[src/rtl/maj_vote_n.sv]
// maj_vote_n: pipelined N-input vote unit with mode select, threshold and persistence-filtered majority
// Ports:
//   clk, rst_n        clock, asynchronous active-low reset
//   in_valid          sample votes/mode/thresh this cycle
//   votes[N-1:0]      vote vector, bit i = voter i asserts
//   mode[1:0]         00 threshold, 01 strict majority, 10 unanimous, 11 any
//   thresh[CW-1:0]    threshold for mode 00
//   out_valid         one-cycle pulse per accepted sample
//   count[CW-1:0]     popcount of the sample
//   raw               unfiltered decision
//   tie               2*count == N (always 0 for odd N)
//   maj               filtered decision, toggles after HOLD consecutive disagreeing samples
//   changed           one-cycle pulse when maj toggles
module maj_vote_n #(
    parameter int N = 4,
    parameter int HOLD = 3,
    localparam int CW = $clog2(N + 1)
) (
    input  logic          clk,
    input  logic          rst_n,
    input  logic          in_valid,
    input  logic [N-1:0]  votes,
    input  logic [1:0]    mode,
    input  logic [CW-1:0] thresh,
    output logic          out_valid,
    output logic [CW-1:0] count,
    output logic          raw,
    output logic          tie,
    output logic          maj,
    output logic          changed
);
    localparam int SW = $clog2(HOLD + 1);
    logic          v1;
    logic [N-1:0]  vt1;
    logic [1:0]    md1;
    logic [CW-1:0] th1;
    logic [CW-1:0] cnt;
    logic          rw;
    logic          tw;
    logic [SW-1:0] streak;
    logic [SW:0]   inc;
    logic          flip;
    always_ff @(posedge clk or negedge rst_n) begin
        if (!rst_n) begin
            v1  <= 1'b0;
            vt1 <= '0;
            md1 <= '0;
            th1 <= '0;
        end else begin
            v1 <= in_valid;
            if (in_valid) begin
                vt1 <= votes;
                md1 <= mode;
                th1 <= thresh;
            end
        end
    end
    // doubled count is compared at CW+1 bits so 2*count never wraps
    always_comb begin
        cnt = '0;
        for (int i = 0; i < N; i++) cnt = cnt + CW'(vt1[i]);
        rw = md1 == 2'b00 ? cnt >= th1 :
             md1 == 2'b01 ? {cnt, 1'b0} > (CW+1)'(N) :
             md1 == 2'b10 ? cnt == CW'(N) : cnt != '0;
        tw = (N % 2 == 0) && ({cnt, 1'b0} == (CW+1)'(N));
    end
    // the filter acts on the stage-1 sample so maj lines up with count/raw in the same cycle
    assign inc  = {1'b0, streak} + (SW+1)'(1);
    assign flip = v1 && (rw != maj) && (inc == (SW+1)'(HOLD));
    always_ff @(posedge clk or negedge rst_n) begin
        if (!rst_n) begin
            out_valid <= 1'b0;
            count     <= '0;
            raw       <= 1'b0;
            tie       <= 1'b0;
            maj       <= 1'b0;
            changed   <= 1'b0;
            streak    <= '0;
        end else begin
            out_valid <= v1;
            changed   <= flip;
            if (v1) begin
                count  <= cnt;
                raw    <= rw;
                tie    <= tw;
                maj    <= flip ? ~maj : maj;
                streak <= (rw == maj || flip) ? '0 : inc[SW-1:0];
            end
        end
    end
endmodule

[config.mk]
export PLATFORM = sky130hd
export DESIGN_NAME = maj_vote_n
export DESIGN_NICKNAME = d
export VERILOG_FILES = /design/src/rtl/maj_vote_n.sv
export SDC_FILE = /design/constraint.sdc
export NUM_CORES = 1
export LEC_CHECK = 0
export ABC_AREA = 1
export CORE_ASPECT_RATIO = 1.2
export CORE_MARGIN = 4
export CORE_UTILIZATION = 44
export CTS_CLUSTER_DIAMETER = 80
export DETAILED_ROUTE_END_ITERATION = 8
export PLACE_DENSITY = 0.73
export SLEW_MARGIN = 20
export SYNTH_ARGS = -nofsm -noshare
export SYNTH_HDL_FRONTEND = slang
export SYNTH_SLANG_ARGS = --single-unit
[constraint.sdc]
create_clock -name clk -period 2 [get_ports clk]
set_input_delay 0.2 -clock clk [delete_from_list [all_inputs] [get_ports clk]]
set_output_delay 0.2 -clock clk [all_outputs]
set_load 0.02 [all_outputs]
==> run metrics <==
outcome=finished with violations; failing checks=setup timing; PD cells=about 1000 nW/µm²; CTS root buf=clkbuf_4; vias=719; Synth Area in Simple Gates=18.0%; Sw Pwr=443 µW; Net Sw Frac=between 30% and 40%; clock network power share=between 10 and 15%; drt pass-1 iters=4; ANT cells=0; Post-Synth XOR/XNOR Area=less than 1%; GR met2 Demand/Resource=23.1%; fraction of layout cells with a size suffix above 1=20.0%; maxcap violations=0; PnR worst setup slack=-0.214 ns; endpoint type of the worst setup path=register; WL final=~1.6 mm; Min-Delay Path Class=input pin to asynchronous set/reset pin; Design Power=1270 µW; most frequent cells in the layout=nand2_1, dfrtp_1, clkdlybuf4s50_1; Clock Skew=0.000795 ns; Max Slew Vio Count=0; CTS Buf Count=3; first-pass GRT wire length=2.86 mm; worst endpoint data arrival time=between 2 and 2.5 ns; fin util=62.7%; CP Launch Type=register; Rel. slew slack=70.2%; area of the multi-input gates=467 µm²; Pleak=a little over 0.0006 µW; Rows=18; flops & latches, synth=20; 1st-iter DRT viols=5; most common cell after layout, fill and taps aside=nand2_1; time the worst path needs with I/O delays and setup=2.21 ns; chip width=approximately 50 µm; Fill cells=180; Max Buffers Root-to-Sink=2; sequential power share=42.1%; Internal Power=827 µW; syn_area_per_cell=9.44 µm²; Routed Antenna Nets=0; final cycle utilization of the critical path=111%; post-synthesis sequential area ratio=52.5%; die area=2980 µm²; syn_nets=120; Min Hold Slack=around 0.24 ns; largest net degree at the start of global routing=21; largest family of logic cells by synthesized area=simple AND/OR/NAND/NOR gates; mapped cell area=953 µm²; die height=59.0 µm; RSZ-0062 raised after global routing=true; FF-to-FF path depth=13; post-synthesis mux area share=7.09%; GR peak layer=met2; vias per cell=4.64; core area=2070 µm²; GRT overflow=0; maximum vdd drop=0.000615 V; WS Path Type=register to register; Total GRT Usage=12.8%; GRT met1 Usage=13.7%; Gate power share=a little over two fifths; Syn. warnings=0; vias in the first global route=696; setup violators final=5; Post-CTS Setup Bufs=0; CTS Sinks=20; CTS tree=done; Mapped Cells=around 100; nets=146; HPWL after detailed placement=1.29 mm; CP required=between 2 and 2.5 ns; area grow syn2layout=36.2%; DR DRC count=0; DR WL/cell=10.5 µm; post-synthesis compound-gate area fraction=under 10%; number of placed I/O pins=20; initial antenna violation count=0; register area=roughly 500 µm²; starting density of the core=a little under half; library cells used by synthesis=15; Final Hold Viols=0; Worst-path clk slew=0.10 ns; met3 Usage GRT=about 2.3%; H-tree Lvls=1; Worst-Margin Slew=~0.45 ns; Worst Path Max Fanout=3; Buffers on Ports=19; Clk Latency, worst-skew pair=0.29 ns; Fmax=approximately 450 MHz; post-synthesis adder-cell area fraction=9.97%; GP Congestion=0.769
[sequential cells by signal, indices dropped and copies added (netlist names), 2 cells and up]
register / count
streak: 2
count: 3
vt1: 4
th1: 3
md1: 2
[critical path, stage by stage, from the launching register on]
cell	delay (ns)
dfrtp_1	0.42
fa_1	0.52
ha_4	0.31
inv_4	0.04
ha_4	0.24
inv_2	0.02
nand2_1	0.04
nand3_1	0.06
nand2_1	0.07
nand2_1	0.06
nand2_2	0.09
nand3_2	0.09
nand4_1	0.10
nand2_1	0.05
[cell families after synthesis]
kind of cell	count (synthesis)
compound gates	10
flops	20
mux	6
xor+xnor	1
simple gates	42
buf+inv	15
fa+ha+maj	7
[stage by stage]
step                      setup slack, ns  cells  cell area (µm²)  TNS [ns]
after floorplan                    -0.103    101              998    -0.366
after global placement             -0.191    152             1250    -0.813
after detailed placement           -0.219    152             1250    -0.931
after CTS                          -0.203    155             1270    -0.891
after global routing               -0.319    155             1300     -1.39
final                              -0.214    155             1300    -0.903
[repair_timing]
action / in CTS / in global routing
pin swaps: 7 / 4
endpoints found under the hold margin: 0 / 0
endpoints found under the setup margin: 5 / 5
hold buffers: 0 / 0
gates resized for setup: 2 / 6
[final cells by class]
type	count	share of cell area [%]
Clock buffer	3	1.73
Inverter	13	3.95
Multi-Input combinational cell	66	35.9
Sequential cell	20	38.5
Tap cell	30	2.89
Timing Repair Buffer	23	17.0
[synth_stat cells (all sizes together)]
library cell  number  area, µm²
nand2             31        121
mux2               6       67.6
nand4              2       12.5
a211oi             1       7.51
o21ai              9       45.0
buf                1       5.00
dfrtp             20        500
nor2               6       22.5
inv               13       48.8
xnor2              1       8.76
nand3              3       15.0
clkbuf             1       3.75
fa                 1       20.0
ha                 6       75.1
[power by group through the flow]
stage               Sequential, µW  Clock [µW]  Combinational [µW]
floorplan                      583           0                 274
global placement               540           0                 500
detailed placement             544           0                 512
CTS                            535         196                 526
global route                   547         216                 623
finish                         534         184                 552
[per-layer routing]
| layer | share of wire, % | wire length, µm |
|---|---|---|
| met1 | 41 | 660 |
| met2 | 53 | 864 |
| met3 | 4.9 | 80 |
| met4 | 1.2 | 20 |
| met5 | 0 | 0 |
[worst paths after layout]
| kind | end | from | slack (ns) |
|---|---|---|---|
| max | streak[1] | vt1[1] | -0.21 |
| min reg2reg | out_valid | v1 | 0.45 |
| max in group asynchronous | th1[1] | rst_n | 1.56 |
| min in group clk | out_valid | v1 | 0.45 |
| min | streak[1] | rst_n | 0.24 |
| max reg2reg | streak[1] | vt1[1] | -0.21 |
No activity file was read; power rests on OpenSTA's default activity.
